**src/rtl/irq_seq.sv**
```systemverilog
// irq_seq: post-reset sequencer with a saturating cycle counter and NCH
// independent interrupt pulse generators. Each channel waits for a start
// cycle, emits `count` pulses of `width` cycles spaced `period` cycles apart
// (count = 0 repeats forever), then reports done.
//
// Handshake note: there is no valid/ready traffic here. cfg_we is a single-
// cycle write strobe, accepted on the edge it is sampled high, and only for a
// channel that is IDLE or DONE; otherwise the write is dropped silently.
//
// dbg_state exposes every channel FSM, 3 bits per channel:
// 0 IDLE, 1 WAIT, 2 PULSE, 3 GAP, 4 DONE.
module irq_seq #(
  parameter int NCH     = 2,
  parameter int CW      = 16,
  parameter int RST_CYC = 2
) (
  input  logic             clk,
  input  logic             reset_l,
  input  logic             cfg_we,
  input  logic [2:0]       cfg_ch,
  input  logic [1:0]       cfg_sel,
  input  logic [CW-1:0]    cfg_wdata,
  input  logic [NCH-1:0]   enable,
  output logic             sys_reset_l,
  output logic [CW-1:0]    cycle,
  output logic [NCH-1:0]   irq,
  output logic [NCH-1:0]   done,
  output logic [3*NCH-1:0] dbg_state
);

  typedef enum logic [2:0] {
    ST_IDLE  = 3'd0,
    ST_WAIT  = 3'd1,
    ST_PULSE = 3'd2,
    ST_GAP   = 3'd3,
    ST_DONE  = 3'd4
  } state_e;

  logic [7:0]    rst_cnt_q, rst_cnt_d;
  logic          sys_rst_q, sys_rst_d;
  logic [CW-1:0] cycle_q, cycle_d;

  // Downstream reset stretch, then a cycle counter that sticks at all-ones.
  always_comb begin
    rst_cnt_d = rst_cnt_q;
    sys_rst_d = sys_rst_q;
    cycle_d   = cycle_q;
    if (!sys_rst_q) begin
      if (rst_cnt_q == 8'(RST_CYC - 1)) begin
        sys_rst_d = 1'b1;
      end else begin
        rst_cnt_d = rst_cnt_q + 8'd1;
      end
    end else if (cycle_q != '1) begin
      cycle_d = cycle_q + CW'(1);
    end
  end

  // Reset sequencer and cycle counter registers.
  always_ff @(posedge clk or negedge reset_l) begin
    if (!reset_l) begin
      rst_cnt_q <= 8'd0;
      sys_rst_q <= 1'b0;
      cycle_q   <= '0;
    end else begin
      rst_cnt_q <= rst_cnt_d;
      sys_rst_q <= sys_rst_d;
      cycle_q   <= cycle_d;
    end
  end

  assign sys_reset_l = sys_rst_q;
  assign cycle       = cycle_q;

  for (genvar g = 0; g < NCH; g++) begin : g_ch
    state_e        state_q, state_d;
    logic [CW-1:0] start_q, start_d;
    logic [CW-1:0] width_q, width_d;
    logic [CW-1:0] period_q, period_d;
    logic [CW-1:0] count_q, count_d;
    logic [CW-1:0] rem_q, rem_d;
    logic [CW-1:0] tmr_q, tmr_d;
    logic          irq_q, irq_d;
    logic          done_q, done_d;
    logic [CW-1:0] gap_len;
    logic          cfg_open;

    // Gap is the rest of the period, but never shorter than one cycle.
    assign gap_len  = (period_q > width_q) ? (period_q - width_q) : CW'(1);
    assign cfg_open = (state_q == ST_IDLE) || (state_q == ST_DONE);

    // Field writes and the channel FSM next-state; irq/done follow the next state.
    always_comb begin
      start_d  = start_q;
      width_d  = width_q;
      period_d = period_q;
      count_d  = count_q;
      rem_d    = rem_q;
      tmr_d    = tmr_q;
      state_d  = state_q;

      if (cfg_we && (cfg_ch == 3'(g)) && cfg_open) begin
        case (cfg_sel)
          2'd0:    start_d  = cfg_wdata;
          2'd1:    width_d  = cfg_wdata;
          2'd2:    period_d = cfg_wdata;
          default: count_d  = cfg_wdata;
        endcase
      end

      case (state_q)
        ST_IDLE: begin
          if (enable[g] && sys_rst_q) begin
            state_d = ST_WAIT;
            rem_d   = count_q;
          end
        end
        ST_WAIT: begin
          if (!enable[g]) begin
            state_d = ST_IDLE;
          end else if (cycle_q >= start_q) begin
            if (width_q == '0) begin
              state_d = ST_DONE;
            end else begin
              state_d = ST_PULSE;
              tmr_d   = width_q;
            end
          end
        end
        ST_PULSE: begin
          if (!enable[g]) begin
            state_d = ST_IDLE;
          end else if (tmr_q == CW'(1)) begin
            if ((count_q == '0) || (rem_q > CW'(1))) begin
              state_d = ST_GAP;
              tmr_d   = gap_len;
              if (count_q != '0) rem_d = rem_q - CW'(1);
            end else begin
              state_d = ST_DONE;
            end
          end else begin
            tmr_d = tmr_q - CW'(1);
          end
        end
        ST_GAP: begin
          if (!enable[g]) begin
            state_d = ST_IDLE;
          end else if (tmr_q == CW'(1)) begin
            state_d = ST_PULSE;
            tmr_d   = width_q;
          end else begin
            tmr_d = tmr_q - CW'(1);
          end
        end
        ST_DONE: begin
          if (!enable[g]) state_d = ST_IDLE;
        end
        default: state_d = ST_IDLE;
      endcase

      irq_d  = (state_d == ST_PULSE);
      done_d = (state_d == ST_DONE);
    end

    // Channel state, fields and registered outputs.
    always_ff @(posedge clk or negedge reset_l) begin
      if (!reset_l) begin
        state_q  <= ST_IDLE;
        start_q  <= '0;
        width_q  <= '0;
        period_q <= '0;
        count_q  <= '0;
        rem_q    <= '0;
        tmr_q    <= '0;
        irq_q    <= 1'b0;
        done_q   <= 1'b0;
      end else begin
        state_q  <= state_d;
        start_q  <= start_d;
        width_q  <= width_d;
        period_q <= period_d;
        count_q  <= count_d;
        rem_q    <= rem_d;
        tmr_q    <= tmr_d;
        irq_q    <= irq_d;
        done_q   <= done_d;
      end
    end

    assign irq[g]              = irq_q;
    assign done[g]             = done_q;
    assign dbg_state[3*g +: 3] = state_q;
  end

endmodule

```
**config.mk**
```make
export PLATFORM = sky130hd
export DESIGN_NAME = irq_seq
export DESIGN_NICKNAME = d
export VERILOG_FILES = /design/src/rtl/irq_seq.sv
export SDC_FILE = /design/constraint.sdc
export NUM_CORES = 1
export LEC_CHECK = 0
export CORE_AREA = 2 2 176 178
export CTS_CLUSTER_DIAMETER = 40
export DETAILED_ROUTE_END_ITERATION = 12
export DIE_AREA = 0 0 178 180
export HOLD_SLACK_MARGIN = 0.1
export PLACE_DENSITY = 0.72
export SLEW_MARGIN = 20
export SYNTH_ARGS = -nofsm -noshare
export SYNTH_HDL_FRONTEND = slang
export SYNTH_SLANG_ARGS = --single-unit
```
**constraint.sdc**
```tcl
create_clock -name clk -period 3.6 [get_ports clk]
set_input_delay 0.72 -clock clk [delete_from_list [all_inputs] [get_ports clk]]
set_output_delay 0.72 -clock clk [all_outputs]
set_load 0.1 [all_outputs]
```
==> results of run 1 <==
-- sequential cells by signal (all words and copies together), names as in the netlist --
name / flops
g_ch.irq_q: 2
g_ch.state_q: 6
g_ch.width_q: 32
rst_cnt_q: 8
sys_reset_l: 1
g_ch.done_q: 2
cycle: 16
g_ch.period_q: 32
g_ch.start_q: 32
g_ch.rem_q: 32
g_ch.tmr_q: 32
g_ch.count_q: 32
-- final timing paths --
kind,to,slack [ns],cells after the start
max,g_ch[0].tmr_q[3],0.39,10
min,rst_cnt_q[6],0.23,1
max reg2reg,g_ch[0].tmr_q[3],0.39,10
min reg2reg,rst_cnt_q[7],0.48,1
max in group asynchronous,g_ch[1].rem_q[8],2.55,2
min in group clk,rst_cnt_q[7],0.48,1
-- Yosys cell counts, types with 4 or more instances --
cell type / instances
o22ai_1: 5
o31ai_1: 7
a2111oi_0: 4
o21ai_0: 102
nor3_1: 40
a221oi_1: 6
dfrtp_1: 227
xnor2_1: 37
or2_2: 4
inv_1: 94
clkbuf_1: 33
mux2_2: 129
nand4_1: 18
a31oi_1: 8
and2_1: 5
a21oi_1: 103
nor3b_1: 4
and3_1: 6
nor4_1: 35
or3_1: 11
a21o_1: 12
o211ai_1: 6
a22oi_1: 10
o21bai_1: 12
nand3_1: 36
nor2b_1: 11
buf_2: 8
nand2_1: 85
nor2_1: 107
a2bb2oi_1: 8
buf_4: 7
nor4b_1: 4
o22a_1: 7
xor2_1: 24
ha_1: 75
a211oi_1: 14
nand2b_1: 8
o21a_1: 7
or4_1: 4
-- placed cells by master, fill, tap and decap left out, types with 40 or more instances in the layout --
master / Yosys / routed
a21oi_1: 103 / 103
clkbuf_16: 0 / 42
dfrtp_1: 227 / 227
ha_1: 75 / 75
inv_1: 94 / 94
mux2_2: 129 / 129
nand2_1: 85 / 85
nor2_1: 107 / 107
nor3_1: 40 / 40
o21ai_0: 102 / 102
-- power by group through the flow --
stage               combinational [uW]  sequential (uW)  clock [uW]
global route                      5160             4090        4200
floorplan                         3480             3820           0
global placement                  4460             3990           0
detailed placement                4560             4010           0
CTS                               4600             3980        4060
finish                            4650             4000        4020
-- cell type report --
cell class | instances | area (um2) | share of cell area [%]
clock buffer | 46 | 1106 | 7.009
multi-input combinational | 1009 | 7147 | 45.29
sequential | 227 | 5680 | 35.99
inverter | 96 | 360.3 | 2.283
clock inverter | 27 | 344.1 | 2.180
tap | 396 | 495.5 | 3.140
timing repair buffer | 71 | 648.1 | 4.107
-- worst max-delay path: cells and delay by family, from the launching register on --
family                     cells  cell delay [ns]
AOI/OAI and AO/OA              6             1.72
DFF                            1             0.46
adders and majority gates      1             0.35
buffers and inverters          2             0.29
muxes                          1             0.28
-- metal layers --
layer / share of wire (%) / track usage, % / routed length (um) / up-vias
met2: 46 / 35.36 / 16330 / 384
met1: 43 / 30.50 / 15440 / 5452
met3: 6.6 / 4.399 / 2357 / 123
met5: 0.067 / 0 / 24 / -
li1: - / - / - / 5167
met4: 4.5 / 9.902 / 1628 / 4
-- cells by family after synthesis --
group,count (synthesis)
flops,227
simple gates,393
buf+inv,147
mux,132
compound gates,346
xor+xnor,61
fa+ha+maj,77
-- stage by stage --
stage                     power [uW]  area, um2  utilization, %  hold WS (ns)  instances
after global routing           13450      15780           52.28        0.2675       1872
final                          12670      15780           52.28        0.2277       1872
after floorplan                 7298      13430               -        0.4244       1383
after detailed placement        8566      14330           47.47        0.4704       1799
after CTS                      12640      15780           52.28        0.2538       1872
after global placement          8445      14330           47.47        0.4667       1799
==> results.json, run 1 <==
{
  "outcome": "complete, no violations",
  "cts_tree": "done",
  "synth.distinct_cells": 77,
  "grt_max_degree": 97,
  "area_growth_pct": 17.51,
  "post-place-ws_ns": 0.1423,
  "final_net_count": 1549,
  "routed_via_density": 5.946,
  "wl_um": 35780,
  "dp_hpwl_um": 25200,
  "syn-cell-area_mm2": 0.01343,
  "drv_slew": 0,
  "num_rows": 64,
  "hold_viol_final": 0,
  "grt_usage_pct": 22.63,
  "synth_ff_type": "dfrtp_1",
  "rsz0062_at_grt": "no",
  "fin_crit_ns": 3.210,
  "drt_iter0_markers": 895,
  "pwr-share-seq_pct": 31.6,
  "p_leak_uw": 0.007060,
  "antenna_found_initial": 2,
  "grt_pass1_wl_um": 58070,
  "clkTransAtPathRegs_ns": 0.05,
  "timing.final.ws_setup_ns": 0.3905,
  "slowest_delay_ns": 0.76,
  "cp_data_arrival_time_ns": 3.62,
  "cts_buffers": 41,
  "r2r_start": "cycle[2]",
  "cts_buffer_depth": 3,
  "synth_mux_area_share_pct": 11.04,
  "die-area_mm2": 0.03204,
  "maxSlewHeadroom_pct": 24.90,
  "synth_area_leader_cell": "dfrtp_1",
  "start_kind": "flop",
  "synth-simple-area-share_pct": 14.78,
  "synth_top_family_by_area": "compound AO/OA/AOI/OAI gates",
  "postCtsSetupBuffers": 0,
  "end_kind": "flop",
  "wl_per_cell_um": 19.11,
  "clkPwrFrac_pct": 31.7,
  "n_fill_cell": 2666,
  "yosys-top-cells-area": "dfrtp_1 (42%), mux2_2 (11%), ha_1 (7.0%), a21oi_1 (3.8%), o21ai_0 (3.8%)",
  "syn-num-nets": 1486,
  "avgSynthCellArea_um2": 9.711,
  "setup_violations": 0,
  "ys_ff_latch": 227,
  "critPathLaunch": "cycle[2]",
  "cts_resized": 0,
  "numClockSinks": 227,
  "cts.root.buffer_cell": "clkbuf_16",
  "die_x_um": 178,
  "clk_latency_ns": 0.53,
  "fmax_mhz": 311.6,
  "core_mm2": 0.03019,
  "ys_seq_area_share_pct": 42.30,
  "ios": 53,
  "holdBufCountCts": 0,
  "p_per_area_mw_per_mm2": 802.7,
  "htreeDepth": 2,
  "slowest_stage": "a221oi_1",
  "yosys_warnings": 0,
  "cp_cell_sequence": "ha_1 > a211oi_1 > o21ai_0 > a21oi_1 > o31ai_1 > a221oi_1 > o21a_1 > buf_4 > inv_2 > mux2_2",
  "ir_worst_vdd_v": 0.0005681,
  "hp-class": "input pin to async pin",
  "initial_core_util_pct": 44.49,
  "synthCells": 1383,
  "route.detailed.drc": 0,
  "tns_ns": 0,
  "async_flop_share_pct": 100.0,
  "grt_pass1_vias": 10950,
  "power_frac_comb_pct": 36.7,
  "numPortBuffers": 52,
  "p_int_uw": 7730,
  "antenna_cells": 0,
  "p_switching_uw": 4937,
  "firstDrtPassIters": 5,
  "vias": 11130,
  "required_ns": 4.01,
  "worst_pin_slew_ns": 1.116,
  "max-cap-violations": 0,
  "crit_fanout": 9,
  "finalCritPeriodShare_pct": 89.15,
  "swShare_pct": 38.98,
  "skew_ns": 0.02615,
  "critPathKind": "flop to flop",
  "drive_gt1_share_pct": 17.55,
  "synthAdderAreaFrac_pct": 7.285,
  "synth_edf_count": 0,
  "fp.dieH_um": 180,
  "grt_overflow_total": 0,
  "synth-compound-area-share_pct": 16.13,
  "place_congestion": 0.9122,
  "synth_top_area_share_pct": 42.30,
  "synth_xor_area_share_pct": 3.978,
  "ant_nets": 0
}
(Power assumes the default switching activity.)
==> run 2: changes to the inputs <==
--- a/config.mk
+++ b/config.mk
@@ -5,12 +5,14 @@
 export SDC_FILE = /design/constraint.sdc
 export NUM_CORES = 1
 export LEC_CHECK = 0
-export CORE_AREA = 2 2 176 178
+export ABC_AREA = 1
+export CORE_AREA = 2 2 183 185
 export CTS_CLUSTER_DIAMETER = 40
 export DETAILED_ROUTE_END_ITERATION = 12
-export DIE_AREA = 0 0 178 180
+export DIE_AREA = 0 0 185 187
 export HOLD_SLACK_MARGIN = 0.1
-export PLACE_DENSITY = 0.72
+export PLACE_DENSITY = 0.71
+export SKIP_CTS_REPAIR_TIMING = 1
 export SLEW_MARGIN = 20
 export SYNTH_ARGS = -nofsm -noshare
 export SYNTH_HDL_FRONTEND = slang
==> run 2 against run 1 <==
Compared with the run above:
- final cell count grew 34%
- sequential cell count unchanged
- non-clock buffer count is 3 lower
- clock power shrank 7.0%
- via count is 18% higher
==> results.json, run 2 <==
{
  "clkTransAtPathRegs_ns": 0.06,
  "cts_tree": "done",
  "maxSlewHeadroom_pct": 33.10,
  "mostFrequentLayoutCell": "nand2_1",
  "fin_crit_ns": 2.854,
  "critPathTopFamily": "buffers and inverters",
  "async_flop_share_pct": 100.0,
  "avgSynthCellArea_um2": 7.331,
  "ir_worst_vdd_v": 0.0005149,
  "critPathKind": "flop to output port",
  "yosys_warnings": 0,
  "tns_ns": 0,
  "vias": 13120,
  "grt_pass1_wl_um": 64680,
  "wl_per_cell_um": 15.90,
  "grt_pass1_vias": 12330,
  "die_x_um": 185,
  "dp_hpwl_um": 29320,
  "wl_um": 39880,
  "register_area_mm2": 0.005680,
  "cts.root.buffer_cell": "clkbuf_16",
  "syn-num-nets": 2073,
  "end_kind": "output port",
  "routed_via_density": 5.232,
  "final_area_mm2": 0.01668,
  "numPortBuffers": 52,
  "multi_input_area_mm2": 0.007426,
  "postPlaceCellArea_mm2": 0.01536,
  "start_kind": "flop",
  "p_leak_uw": 0.008231,
  "die-area_mm2": 0.03460,
  "synth_top_area_share_pct": 39.33,
  "synth_ff_type": "dfrtp_1",
  "num_rows": 67,
  "drive_gt1_share_pct": 8.204,
  "ios": 53,
  "p_per_area_mw_per_mm2": 884.8,
  "n_fill_cell": 3211,
  "synth_edf_count": 0,
  "r2r_setup_slack_ns": 0.98,
  "grt_overflow_total": 0,
  "initial_core_util_pct": 43.95,
  "synth.most_common_cell": "nand2_1",
  "outcome": "complete, no violations",
  "slowest_delay_ns": 1.18,
  "ys_ff_latch": 227,
  "synth.distinct_cells": 59,
  "worst_pin_slew_ns": 1.000,
  "max-cap-violations": 0,
  "htreeDepth": 2,
  "finalCritPeriodShare_pct": 79.27,
  "clk_latency_ns": 0.56,
  "place_congestion": 0.9539,
  "slowest_stage": "clkdlybuf4s50_1",
  "antenna_cells": 0,
  "core_mm2": 0.03286,
  "synth_common_cells": "nand2_1 (522), inv_1 (262), dfrtp_1 (227)",
  "antenna_found_initial": 0,
  "grt_usage_pct": 23.46,
  "final_net_count": 2131,
  "setup_violations": 0,
  "cp_cell_sequence": "clkdlybuf4s50_1",
  "drt_iter0_markers": 1144,
  "ant_nets": 0,
  "required_ns": 2.88,
  "firstDrtPassIters": 5,
  "hold_viol_final": 0,
  "final_cell_mix": "nand2_1 (522), inv_1 (262), dfrtp_1 (227)",
  "synth_area_leader_cell": "dfrtp_1",
  "cts_buffer_depth": 3,
  "crit_fanout": 4,
  "syn-cell-area_mm2": 0.01444,
  "fp.dieH_um": 187,
  "crit_buf_inv": 1,
  "cp_data_arrival_time_ns": 2.13,
  "skew_ns": 0.02773,
  "numClockSinks": 227,
  "route.detailed.drc": 0,
  "fmax_mhz": 350.4,
  "synthCells": 1970,
  "area_growth_pct": 15.49,
  "yosys-top-cells-area": "dfrtp_1 (39%), nand2_1 (14%), o21ai_0 (6.9%), inv_1 (6.8%), ha_1 (6.5%)",
  "hp-class": "input pin to async pin",
  "ys_seq_area_share_pct": 39.33,
  "rsz0062_at_grt": "no",
  "cts_buffers": 40,
  "grt_max_degree": 96,
  "drv_slew": 0
}
-- run 2: logic make-up (layout without fill, tap and decap cells) --
family                   after synthesis  count (layout)  share of synthesized area (%)
AO/OA/AOI/OAI                        357             357                          14.03
XOR/XNOR                              61              61                          3.699
flip-flops                           227             227                          39.33
multiplexers                           2               2                         0.1473
buffers and inverters                334             424                          9.252
AND/OR/NAND/NOR                      912             912                          26.77
adder cells (fa/ha/maj)               77              77                          6.775
-- run 2: through the flow --
step	setup slack, ns	hold WS, ns	utilization [%]	instances	power, uW
final	0.7464	0.1747	50.76	2508	14760
after global routing	0.6820	0.2687	50.76	2508	15980
after CTS	0.7241	0.2351	50.76	2508	14750
after detailed placement	0.9494	0.4767	46.73	2434	10920
after global placement	0.9977	0.4672	46.73	2434	10780
after floorplan	1.027	0.4244	-	1970	9311
-- run 2: power by group --
part | internal (uW) | leakage (uW) | switching (uW)
logic | 2390 | 0.00464 | 4510
registers | 3380 | 0.00294 | 741
clock network | 2230 | 0.000651 | 1510
-- run 2: area by class of cell --
cell class	count	area share, %
Clock inverter	30	1.785
Inverter	282	6.346
Multi-Input combinational cell	1409	44.52
Clock buffer	44	6.151
Sequential cell	227	34.06
Timing Repair Buffer	68	3.781
Tap cell	448	3.361
-- run 2: worst paths after layout --
kind | from | to | depth (start not counted)
max | g_ch[1].state_q[1] | dbg_state[4] | 1
min in group clk | g_ch[0].width_q[15] | g_ch[0].width_q[15] | 2
max in group asynchronous | reset_l | g_ch[0].period_q[11] | 2
min | reset_l | g_ch[1].rem_q[6] | 1
min reg2reg | g_ch[0].width_q[15] | g_ch[0].width_q[15] | 2
max reg2reg | g_ch[1].state_q[2] | g_ch[1].tmr_q[12] | 12
-- run 2: per-layer routing --
layer	track usage, %	vias to the layer above	share of wire (%)	wire, um
met1	33.58	6081	46	18220
met3	4.595	71	7.8	3127
met4	7.082	0	2.6	1048
li1	-	6508	-	-
met2	35.90	461	44	17480
met5	0	-	0	0
==> run 3: changes to the inputs <==
--- a/config.mk
+++ b/config.mk
@@ -11,7 +11,7 @@
 export DETAILED_ROUTE_END_ITERATION = 12
 export DIE_AREA = 0 0 185 187
 export HOLD_SLACK_MARGIN = 0.1
-export PLACE_DENSITY = 0.71
+export PLACE_DENSITY = 0.73
 export SKIP_CTS_REPAIR_TIMING = 1
 export SLEW_MARGIN = 20
 export SYNTH_ARGS = -nofsm -noshare
==> constraint.sdc (replaced) <==
create_clock -name clk -period 2.43 [get_ports clk]
set_input_delay 0.486 -clock clk [delete_from_list [all_inputs] [get_ports clk]]
set_output_delay 0.486 -clock clk [all_outputs]
set_load 0.1 [all_outputs]
==> run 3 against run 2 <==
Compared with the run above:
- wire length increased by 4.8%
- sequential share of layout area is 0.84 points lower
- global-route usage increased by 1.1 points
- utilization up 1.5 points
- hold slack improved by 0.22 ns
- sequential cell count did not move
- via count increased by 1.7%
- sequential power up 47%
- final area grew 2.9%
- die area stayed put
- critical path type is now flop to flop
- largest cell class unchanged
==> results.json, run 3 (same netlist as run 2, synthesis figures left out) <==
{
  "initial_core_util_pct": 43.95,
  "cts_tree": "done",
  "finalPower_uw": 22850,
  "pwr-share-seq_pct": 26.6,
  "required_ns": 2.88,
  "route.detailed.drc": 0,
  "final_area_mm2": 0.01716,
  "finalCritPeriodShare_pct": 94.37,
  "crit_fanout": 19,
  "drv_slew": 0,
  "p_int_uw": 12690,
  "fin_crit_ns": 2.293,
  "cp_data_arrival_time_ns": 2.74,
  "wl_per_cell_um": 16.46,
  "grt_usage_pct": 24.57,
  "num_rows": 67,
  "p_switching_uw": 10160,
  "die-area_mm2": 0.03460,
  "end_kind": "flop",
  "critPathKind": "flop to flop",
  "setup_violations": 0,
  "ir_worst_vdd_v": 0.001041,
  "power_frac_comb_pct": 46.9,
  "mostFrequentLayoutCell": "nand2_1",
  "tns_ns": 0,
  "fmax_mhz": 436.1,
  "antenna_found_initial": 1,
  "hold_viol_final": 0,
  "clkPwrFrac_pct": 26.5,
  "hp-class": "input pin to async pin",
  "outcome": "complete, no violations",
  "cts.root.buffer_cell": "clkbuf_16",
  "numClockSinks": 227,
  "numPortBuffers": 52,
  "grt_pass1_wl_um": 67970,
  "wl_um": 41810,
  "critPathCapture": "g_ch[1].tmr_q[1]",
  "postPlaceCellArea_mm2": 0.01558,
  "skew_ns": 0.02910,
  "die_x_um": 185,
  "swShare_pct": 44.47,
  "ios": 53,
  "grt_max_degree": 62,
  "r2r_end": "g_ch[1].tmr_q[1]",
  "grt_pass1_vias": 12960,
  "area_growth_pct": 18.82,
  "clkTransAtPathRegs_ns": 0.06,
  "r2r_setup_slack_ns": 0.14,
  "vias": 13340,
  "htreeDepth": 2,
  "maxSlewHeadroom_pct": 52.57,
  "start_kind": "flop",
  "r2r_cells": 13,
  "p_per_area_mw_per_mm2": 1332,
  "final_net_count": 2160,
  "p_leak_uw": 0.008453,
  "grt_overflow_total": 0,
  "core_mm2": 0.03286,
  "fp.dieH_um": 187,
  "cts_buffer_depth": 3,
  "critPathLaunch": "cycle[15]",
  "ant_nets": 0,
  "dp_hpwl_um": 29920,
  "drive_gt1_share_pct": 11.05,
  "final_cell_mix": "nand2_1 (519), inv_1 (262), dfrtp_1 (212)",
  "r2r_start": "cycle[15]",
  "place_congestion": 0.9409,
  "max-cap-violations": 0,
  "clk_latency_ns": 0.55,
  "cts_buffers": 41,
  "drt_iter0_markers": 1122,
  "worst_pin_slew_ns": 0.7107,
  "firstDrtPassIters": 7,
  "routed_via_density": 5.253
}
[run 3: cell count changes in the layout (fill, tap and decap cells not counted), moves of 4 or more]
cell and change:
clkdlybuf4s50_1 -6, dfrtp_2 +15, inv_6 -4, buf_4 +28, inv_8 -4, clkbuf_8 +5
buf_12 +5, bufinv_16 +4, dfrtp_1 -15
[run 3: worst min path at each step]
stage / from / endpoint / slack [ns] / depth (start not counted)
final: reset_l / g_ch[1].rem_q[15] / 0.40 / 2
after CTS: reset_l / g_ch[1].rem_q[12] / -0.22 / 1
after global placement: reset_l / g_ch[1].rem_q[13] / 0.36 / 1
after detailed placement: reset_l / g_ch[1].rem_q[13] / 0.36 / 1
after floorplan: reset_l / cycle[0] / 0.19 / 0
after global routing: reset_l / g_ch[1].rem_q[0] / 0.42 / 2
[run 3: final cells by class]
class / count / area [um2]
Clock inverter: 27 / 345.3
Inverter: 282 / 1059
Antenna cell: 2 / 5.005
Multi-Input combinational cell: 1409 / 7485
Sequential cell: 227 / 5699
Fill cell: 3135 / 15700
Timing Repair Buffer: 96 / 890.9
Clock buffer: 49 / 1116
Tap cell: 448 / 560.5
[run 3: through the flow]
stage                     utilization (%)  instances  setup slack, ns  hold slack [ns]
after global routing                52.20       2538        -0.008257           0.4170
final                               52.22       2540           0.1368           0.3974
after floorplan                         -       1970          0.04693           0.1904
after detailed placement            47.41       2455           0.1403           0.3569
after global placement              47.41       2455           0.1540           0.3592
after CTS                           51.86       2531          0.09629          -0.2186
[run 3: critical path: stages, from the launching register on]
cell,delay [ns]
dfrtp_2,0.48
ha_1,0.32
nand2_1,0.07
nor2_1,0.14
and2_1,0.14
nand2_1,0.06
inv_1,0.05
nand2_1,0.10
nand4_1,0.20
nand2_4,0.07
inv_2,0.26
o21ai_0,0.14
nor2_1,0.12
nor2_1,0.04
[run 3: power groups by stage]
| stage | Combinational [uW] | Sequential [uW] | Clock [uW] |
|---|---|---|---|
| after detailed placement | 10400 | 6070 | 0 |
| final | 10700 | 6070 | 6060 |
| after floorplan | 7790 | 6000 | 0 |
| after global routing | 12100 | 6230 | 6340 |
| after CTS | 10400 | 6040 | 6160 |
| after global placement | 10200 | 6050 | 0 |
[run 3: metal layers]
layer / wire, um / vias to the layer above / share of wire, % / GRT usage [%]
li1: - / 6555 / - / -
met1: 19020 / 6261 / 45 / 35.07
met2: 18640 / 447 / 45 / 37.73
met3: 3080 / 80 / 7.4 / 4.322
met4: 1063 / 0 / 2.5 / 8.089
met5: 0 / - / 0 / 0
